## config.mk

```make
export PLATFORM = sky130hd
export DESIGN_NAME = xadc_pair_sampler_flat
export DESIGN_NICKNAME = d
export VERILOG_FILES = /design/src/rtl/xadc_pair_sampler_if.sv /design/src/rtl/xadc_pair_sampler.sv /design/src/flat_wrapper.sv
export SDC_FILE = /design/constraint.sdc
export NUM_CORES = 1
export LEC_CHECK = 0
export CAP_MARGIN = 20
export CORE_MARGIN = 3
export CORE_UTILIZATION = 50
export CTS_CLUSTER_SIZE = 25
export DETAILED_ROUTE_END_ITERATION = 6
export PLACE_DENSITY = 0.77
export SYNTH_ARGS = -nofsm -noshare
export SYNTH_HDL_FRONTEND = slang
export SYNTH_SLANG_ARGS = --single-unit
```

## constraint.sdc

```tcl
create_clock -name clk -period 2 [get_ports clk]
set_input_delay 0.4 -clock clk [delete_from_list [all_inputs] [get_ports clk]]
set_output_delay 0.4 -clock clk [all_outputs]
set_load 0.02 [all_outputs]
```

## src/rtl/xadc_pair_sampler_if.sv

```systemverilog
// Bundles the XADC DRP bus and the switch/feed pair stream. The sampler uses
// the master modport; the XADC model or consumer side uses the slave modport.
interface xadc_pair_sampler_if;
    logic        eoc_in;
    logic        drdy_in;
    logic [15:0] do_in;
    logic [6:0]  daddr_out;
    logic        den_out;
    logic        dwe_out;
    logic        pair_valid;
    logic        pair_ready;
    logic [11:0] switch_sample;
    logic [11:0] feed_sample;

    modport master (
        input  eoc_in, drdy_in, do_in, pair_ready,
        output daddr_out, den_out, dwe_out, pair_valid, switch_sample, feed_sample
    );

    modport slave (
        output eoc_in, drdy_in, do_in, pair_ready,
        input  daddr_out, den_out, dwe_out, pair_valid, switch_sample, feed_sample
    );
endinterface

```

## src/rtl/xadc_pair_sampler.sv

```systemverilog
// Sequences XADC DRP reads of the switch (VAUX0) then the feed (VAUX1) channel
// and presents each pair on a valid/ready slot. Optional macro DROP_CNT_EN adds drop_count.
module xadc_pair_sampler #(
    parameter logic [6:0] SWITCH_ADDR    = 7'h10,
    parameter logic [6:0] FEED_ADDR      = 7'h11,
    parameter int         TIMEOUT_CYCLES = 64
) (
    input  logic                  clk,
    input  logic                  clr,
    xadc_pair_sampler_if.master   bus,
    output logic                  overrun,
    output logic                  timeout_err
`ifdef DROP_CNT_EN
    ,
    output logic [15:0]           drop_count
`endif
);

    localparam logic [1:0] WAIT_SW = 2'd0;
    localparam logic [1:0] RD_SW   = 2'd1;
    localparam logic [1:0] WAIT_FD = 2'd2;
    localparam logic [1:0] RD_FD   = 2'd3;

    localparam logic [7:0] TO_LIM = 8'(TIMEOUT_CYCLES);

    logic [1:0]  state_q, state_d;
    logic [6:0]  daddr_q, daddr_d;
    logic        den_q, den_d;
    logic [7:0]  cnt_q, cnt_d;
    logic [11:0] sw_part_q, sw_part_d;
    logic        timeout_q, timeout_d;
    logic        complete;
    logic [7:0]  cnt_inc;

    logic        pv_q, pv_d;
    logic [11:0] sw_q, sw_d;
    logic [11:0] fd_q, fd_d;
    logic        overrun_q, overrun_d;

    assign cnt_inc = cnt_q + 8'd1;

    // Read sequencer; the counter is zeroed when den is issued so it reads 0 in the den cycle.
    always_comb begin
        state_d   = state_q;
        daddr_d   = daddr_q;
        den_d     = 1'b0;
        cnt_d     = cnt_q;
        sw_part_d = sw_part_q;
        timeout_d = 1'b0;
        complete  = 1'b0;
        case (state_q)
            WAIT_SW: if (bus.eoc_in) begin
                den_d   = 1'b1;
                daddr_d = SWITCH_ADDR;
                cnt_d   = 8'd0;
                state_d = RD_SW;
            end
            RD_SW: begin
                cnt_d = cnt_inc;
                if (bus.drdy_in) begin
                    sw_part_d = bus.do_in[15:4];
                    state_d   = WAIT_FD;
                end else if (cnt_inc == TO_LIM) begin
                    timeout_d = 1'b1;
                    sw_part_d = 12'd0;
                    state_d   = WAIT_SW;
                end
            end
            WAIT_FD: if (bus.eoc_in) begin
                den_d   = 1'b1;
                daddr_d = FEED_ADDR;
                cnt_d   = 8'd0;
                state_d = RD_FD;
            end
            RD_FD: begin
                cnt_d = cnt_inc;
                if (bus.drdy_in) begin
                    complete = 1'b1;
                    state_d  = WAIT_SW;
                end else if (cnt_inc == TO_LIM) begin
                    timeout_d = 1'b1;
                    sw_part_d = 12'd0;
                    state_d   = WAIT_SW;
                end
            end
            default: state_d = WAIT_SW;
        endcase
    end

    // Output slot: a completed pair loads when the slot is empty or draining this cycle.
    always_comb begin
        pv_d      = pv_q;
        sw_d      = sw_q;
        fd_d      = fd_q;
        overrun_d = 1'b0;
        if (pv_q && bus.pair_ready) pv_d = 1'b0;
        if (complete) begin
            if (!pv_q || bus.pair_ready) begin
                pv_d = 1'b1;
                sw_d = sw_part_q;
                fd_d = bus.do_in[15:4];
            end else begin
                overrun_d = 1'b1;
            end
        end
    end

    always_ff @(posedge clk or posedge clr) begin
        if (clr) begin
            state_q   <= WAIT_SW;
            daddr_q   <= SWITCH_ADDR;
            den_q     <= 1'b0;
            cnt_q     <= 8'd0;
            sw_part_q <= 12'd0;
            timeout_q <= 1'b0;
            pv_q      <= 1'b0;
            sw_q      <= 12'd0;
            fd_q      <= 12'd0;
            overrun_q <= 1'b0;
        end else begin
            state_q   <= state_d;
            daddr_q   <= daddr_d;
            den_q     <= den_d;
            cnt_q     <= cnt_d;
            sw_part_q <= sw_part_d;
            timeout_q <= timeout_d;
            pv_q      <= pv_d;
            sw_q      <= sw_d;
            fd_q      <= fd_d;
            overrun_q <= overrun_d;
        end
    end

`ifdef DROP_CNT_EN
    logic [15:0] drop_q, drop_d;

    always_comb begin
        drop_d = drop_q;
        if ((overrun_d || timeout_d) && drop_q != 16'hFFFF) drop_d = drop_q + 16'd1;
    end

    always_ff @(posedge clk or posedge clr) begin
        if (clr) drop_q <= 16'd0;
        else     drop_q <= drop_d;
    end

    assign drop_count = drop_q;
`endif

    assign bus.daddr_out     = daddr_q;
    assign bus.den_out       = den_q;
    assign bus.dwe_out       = 1'b0;
    assign bus.pair_valid    = pv_q;
    assign bus.switch_sample = sw_q;
    assign bus.feed_sample   = fd_q;
    assign overrun           = overrun_q;
    assign timeout_err       = timeout_q;

endmodule

```

## src/flat_wrapper.sv

```systemverilog
// flat-port wrapper written by rule: the top's interface ports become plain ports
module xadc_pair_sampler_flat 
#(
    parameter logic [6:0] SWITCH_ADDR    = 7'h10,
    parameter logic [6:0] FEED_ADDR      = 7'h11,
    parameter int         TIMEOUT_CYCLES = 64
)
  (clk, clr, overrun, timeout_err, bus_eoc_in, bus_drdy_in, bus_do_in, bus_pair_ready, bus_daddr_out, bus_den_out, bus_dwe_out, bus_pair_valid, bus_switch_sample, bus_feed_sample);
  xadc_pair_sampler_if bus_i ();
  input  logic clk;
  input  logic clr;
  output logic overrun;
  output logic timeout_err;
  input wire logic [$bits(bus_i.eoc_in)-1:0] bus_eoc_in;
  input wire logic [$bits(bus_i.drdy_in)-1:0] bus_drdy_in;
  input wire logic [$bits(bus_i.do_in)-1:0] bus_do_in;
  input wire logic [$bits(bus_i.pair_ready)-1:0] bus_pair_ready;
  output wire logic [$bits(bus_i.daddr_out)-1:0] bus_daddr_out;
  output wire logic [$bits(bus_i.den_out)-1:0] bus_den_out;
  output wire logic [$bits(bus_i.dwe_out)-1:0] bus_dwe_out;
  output wire logic [$bits(bus_i.pair_valid)-1:0] bus_pair_valid;
  output wire logic [$bits(bus_i.switch_sample)-1:0] bus_switch_sample;
  output wire logic [$bits(bus_i.feed_sample)-1:0] bus_feed_sample;
  assign bus_i.eoc_in = bus_eoc_in;
  assign bus_i.drdy_in = bus_drdy_in;
  assign bus_i.do_in = bus_do_in;
  assign bus_i.pair_ready = bus_pair_ready;
  assign bus_daddr_out = bus_i.daddr_out;
  assign bus_den_out = bus_i.den_out;
  assign bus_dwe_out = bus_i.dwe_out;
  assign bus_pair_valid = bus_i.pair_valid;
  assign bus_switch_sample = bus_i.switch_sample;
  assign bus_feed_sample = bus_i.feed_sample;
  xadc_pair_sampler #(.SWITCH_ADDR(SWITCH_ADDR), .FEED_ADDR(FEED_ADDR), .TIMEOUT_CYCLES(TIMEOUT_CYCLES)) u_core (.clk(clk), .clr(clr), .bus(bus_i), .overrun(overrun), .timeout_err(timeout_err));
endmodule
```

* After elaboration in Yosys (flattened, before gate mapping)
Cells that the tools add are included.
** Word-level totals
- Flip-flop bits (word level) :: 57
** Operators by class
- $add $sub $neg :: 1
- Equal/unequal tests :: 8
- Multiplexer cells :: 27
- Reduce and logical (&&, ||, !) cells :: 12
** Operators with widths (count)
- $mux W12 :: 3
- $pmux W12 S2 :: 1
- $pmux W8 S2 :: 1
- $mux W7 :: 2
- $pmux W7 S2 :: 1
- $mux W1 :: 12
- $mux W2 :: 5
- $add A8 B1 Y8 const B :: 1
- $eq A8 B7 Y1 const B :: 1
- $mux W8 :: 1
- $pmux W2 S4 :: 1
- $ne A2 B2 Y1 const B :: 3
- $reduce_and A2 Y1 :: 3
- $eq A2 B2 Y1 const B :: 2
- $reduce_bool A2 Y1 :: 2
- $reduce_or A2 Y1 :: 2
- $reduce_and A3 Y1 :: 1
- $eq A2 B1 Y1 const B :: 1
- $logic_not A2 Y1 :: 1
- $ne A2 B1 Y1 const B :: 1
- $logic_and A1 B1 Y1 :: 1
- $logic_not A1 Y1 :: 1
- $logic_or A1 B1 Y1 :: 1

* Logic depth before layout (Yosys ltp)
- Word-level depth :: 5
- Depth in mapped cells :: 7

* Worst setup path before layout
Ideal clock, no wire load.
- Path kind :: register to register
- From :: register u_core.cnt_q[0]
- To :: register u_core.sw_part_q[6]
- Arrival :: 1.573 ns
- Data required time :: 1.861 ns
- Setup slack :: 0.288 ns
- Stages on the path, launching flop included :: 7
- Buffers on the path :: 1
- Period minus slack after synthesis :: 1.712 ns
- Cells stage by stage :: dfrtp_1 > ha_1 > nor4b_1 > nor3_2 > nor3_4 > buf_6 > o221ai_1
** Between the ends
- Word-level cells in the longest chain between the ends :: 5
** Ends and longest elaborated chain
- start: declaration :: line xadc_pair_sampler.sv:29 : logic [7:0] cnt_q, cnt_d;
- start signal: assignment :: line xadc_pair_sampler.sv:124 : cnt_q <= cnt_d;
- $add A8 B1 Y8 * :: line xadc_pair_sampler.sv:40 : assign cnt_inc = cnt_q + 8'd1;
- $eq A8 B7 Y1 * :: line xadc_pair_sampler.sv:63, xadc_pair_sampler.sv:80
- $mux W12 *
- $mux W12, on equally long branches
- $pmux W12 S2 *
- end signal: assignment :: line xadc_pair_sampler.sv:125 : sw_part_q <= sw_part_d;
- end: declaration :: line xadc_pair_sampler.sv:30 : logic [11:0] sw_part_q, sw_part_d;
Every way passes the cells marked *; elsewhere a longest branch is shown, timed or not. The select of a mux whose other input is x is not followed.
A chain may end at the register's enable or synchronous reset.

* Worst setup path in the final report
- From :: register u_core.cnt_q[0]
- To :: register u_core.sw_part_q[5]
The elaborated chain is that of the path after synthesis.

==> flow_summary.yaml <==
status:
  status: "finished, final reports clean"
worst_setup_path:
  end_kind: "flip-flop"
  cp.arrival_ps: 1950
  path_max_fanout: 14
  path_class: "reg2reg"
  cp_top_family: "flip-flops"
  worst_ep_required_time_ps: 2160
  path_buf_inv: 1
  path_cells: "ha_1, nand3_1, a21oi_1, nor3_2, nor3_4, buf_12, o221ai_1"
  slowest_stage: "dfrtp_1"
  cp_slowest_stage_delay_ps: 430
  cp-start-kind: "flip-flop"
job:
  maxCapViolCount: 0
grt:
  grt_max_degree: 52
  antenna_found_initial: 0
  grt_pass1_vias: 1786
  grtUsageTotal_pct: 17.6
  grt_pass1_wl_um: 8490
  overflow: 0
floorplanning:
  dieArea_um2: 5790
  fp.coreArea_um2: 4530
  die_w_um: 76.1
  rows: 24
  start_util_pct: 54.2
  die_h_um: 76.1
  pin_count: 57
clock_tree:
  clk_latency_ps: 300
  cts_root_buf: "clkbuf_8"
  cts_tree: "yes"
  cts_sinks: 51
  cts.htree.levels: 2
  clk_pin_slew_worst_paths_ps: 90
  numCtsBuffers: 5
  clk_path_buf_depth: 2
route:
  firstDrtPassIters: 4
  wl_per_cell_um: 14.3
  drt-initial-drc-count: 84
  ant_nets: 0
  drt-total-wl_um: 4760
  vias: 1783
  vias_per_cell: 5.34
  drc: 0
pwr:
  ir_drop_uv: 754
  p_int_w: 0.00263
  seqPwrFrac_pct: 42.8
  p_sw_share_pct: 35.6
  total_leakage_power_nw: 1.31
  p_comb_share_pct: 43.4
  power.density_nw_per_um2: 1330
  power_frac_clock_pct: 13.8
  power_w: 0.00409
  switching_power_w: 0.00145
synthesis:
  avgSynthCellArea_um2: 11.0
  synth_edf_count: 0
  synth_area_um2: 2460
  synth.area.top_cells: "dfrtp_1, mux2_2, nand2_1, buf_4, nor2b_1"
  yosys.area.top_type: "dfrtp_1"
  yosys_warnings: 0
  synth.distinct_cells: 37
  yosysSeqAreaShare_pct: 52.0
  synth-xor-area-share_pct: 2.14
  ys_ff_latch: 51
  synth_top_family_by_area: "simple AND/OR/NAND/NOR gates"
  yosysTopAreaCellShare_pct: 52.0
  synth_compound_area_share_pct: 11.8
  synthAdderAreaFrac_pct: 1.02
  async_flop_share_pct: 100
  synthMuxAreaShare_pct: 11.8
  syn_inst: 224
  synth_flop_cell: "dfrtp_1"
  synth_simple_gate_area_share_pct: 14.6
finish:
  n_antenna_cell: 0
  stdcell_count: 334
  area_growth_pct: 25.3
  fin_nets: 291
  nFillCells: 379
  drive_gt1_share_pct: 18.2
  finalInstanceArea_um2: 3080
sta:
  slew_headroom_pct: 38.4
  min_period_ps: 1790
  fin_skew_ps: 11.9
  hold_violations: 0
  final.setup.worst_slack_ps: 213
  finalSetupViolCount: 0
  max_freq_mhz: 560
  period_share_pct: 89.4
  rsz0062_at_grt: "false"
  worst_pin_slew_ps: 922
  slew_viol_final: 0
  tns_ps: 0
worst_hold_path:
  hp-class: "in2async"
placed_design:
  dp_cells: 326
  pre_cts_ws_ps: 106
  portBuffers: 45
  gp_congestion: 0.796
  dpl_cell_area_um2: 2990
  hpwl_um: 3230
-- power groups by stage --
| stage | registers [W] | logic, W | clock network (W) |
|---|---|---|---|
| finish | 0.00175 | 0.00178 | 0.000562 |
| global route | 0.00183 | 0.00193 | 0.000623 |
| CTS | 0.00175 | 0.00180 | 0.000588 |
| detailed placement | 0.00177 | 0.00179 | 0 |
| global placement | 0.00174 | 0.00176 | 0 |
| floorplan | 0.00199 | 0.000805 | 0 |
-- cells in the mapped netlist, types with 6 or more instances --
cell / n
a21oi_1: 8
a22o_1: 6
a31oi_1: 6
and3_1: 8
buf_4: 8
clkbuf_1: 9
dfrtp_1: 51
inv_1: 10
mux2_2: 24
nand2_1: 24
nand2b_1: 8
nor2b_1: 9
o21ai_1: 8
-- repair_timing --
action,in CTS,in global routing
setup endpoints to repair,0,3
hold buffers,0,0
endpoints found under the hold margin,0,0
gates resized for setup,0,1
setup buffers,0,0
-- per-stage QoR --
stage,hold slack (ps),utilization [%]
2_1_floorplan,486,-
3_5_place_dp,471,65.9
6_report,451,67.9
3_3_place_gp,465,65.9
5_1_grt,489,67.9
4_1_cts,455,67.7
-- cell usage in the layout, fill, tap and decap left out, drive strengths merged, types with 2 or more instances in the layout --
master / count
mux2: 24
dfrtp: 51
clkdlybuf4s50: 45
conb: 7
o221ai: 6
clkbuf: 6
a22o: 6
xnor2: 5
a21oi: 8
o21ai: 13
nand2: 24
nand2b: 8
and3: 9
ha: 2
nor3: 2
buf: 8
inv: 10
nor2b: 9
a31oi: 7
nand3: 5
mux2i: 2
-- state kept, by name, summed over array words and instances (netlist names) --
signal	flops
u_core.bus.daddr_out	1
u_core.state_q	2
u_core.bus.pair_valid	1
u_core.bus.feed_sample	12
u_core.cnt_q	8
u_core.overrun	1
u_core.bus.switch_sample	12
u_core.sw_part_q	12
u_core.timeout_err	1
u_core.bus.den_out	1
-- area by class of cell --
type,instances,area [um^2],area share [%]
clock buffer,6,72.6,2.36
clock inverter,2,12.5,0.407
inverter,10,37.5,1.22
multi-input combinational,147,1050,34.1
sequential,51,1280,41.5
tap,65,81.3,2.64
timing repair buffer,53,548,17.8
-- worst min-delay path, cell delays in order --
cell	delay, ps
clkdlybuf4s50_1	410
inv_2	70
buf_12	240
-- metal layers --
metal / part of all wire, % / vias up / track usage, %
met5: 0 / - / 0
met4: 1.1 / 0 / 5.43
met3: 4.5 / 5 / 2.96
met2: 47 / 50 / 29.5
met1: 47 / 878 / 23.6
li1: - / 850 / -
-- worst paths after layout --
check / to / depth (start not counted) / slack, ps / start
worst max-delay path: u_core.sw_part_q[5] / 7 / 210 / u_core.cnt_q[0]
worst min-delay path: u_core.bus.pair_valid / 3 / 450 / clr
worst max register to register: u_core.sw_part_q[5] / 7 / 210 / u_core.cnt_q[0]
worst min register to register: u_core.bus.daddr_out[0] / 2 / 490 / u_core.bus.daddr_out[0]
max in group asynchronous: u_core.sw_part_q[9] / 3 / 1300 / clr
min in group clk: u_core.bus.daddr_out[0] / 2 / 490 / u_core.bus.daddr_out[0]
-- logic make-up after synthesis --
| logic type | after synthesis |
|---|---|
| compound gates | 42 |
| mux | 26 |
| fa+ha+maj | 2 |
| buf+inv | 31 |
| xor+xnor | 6 |
| other cells | 2 |
| simple gates | 64 |
| flops | 51 |
No activity file was read; power rests on OpenSTA's default activity.
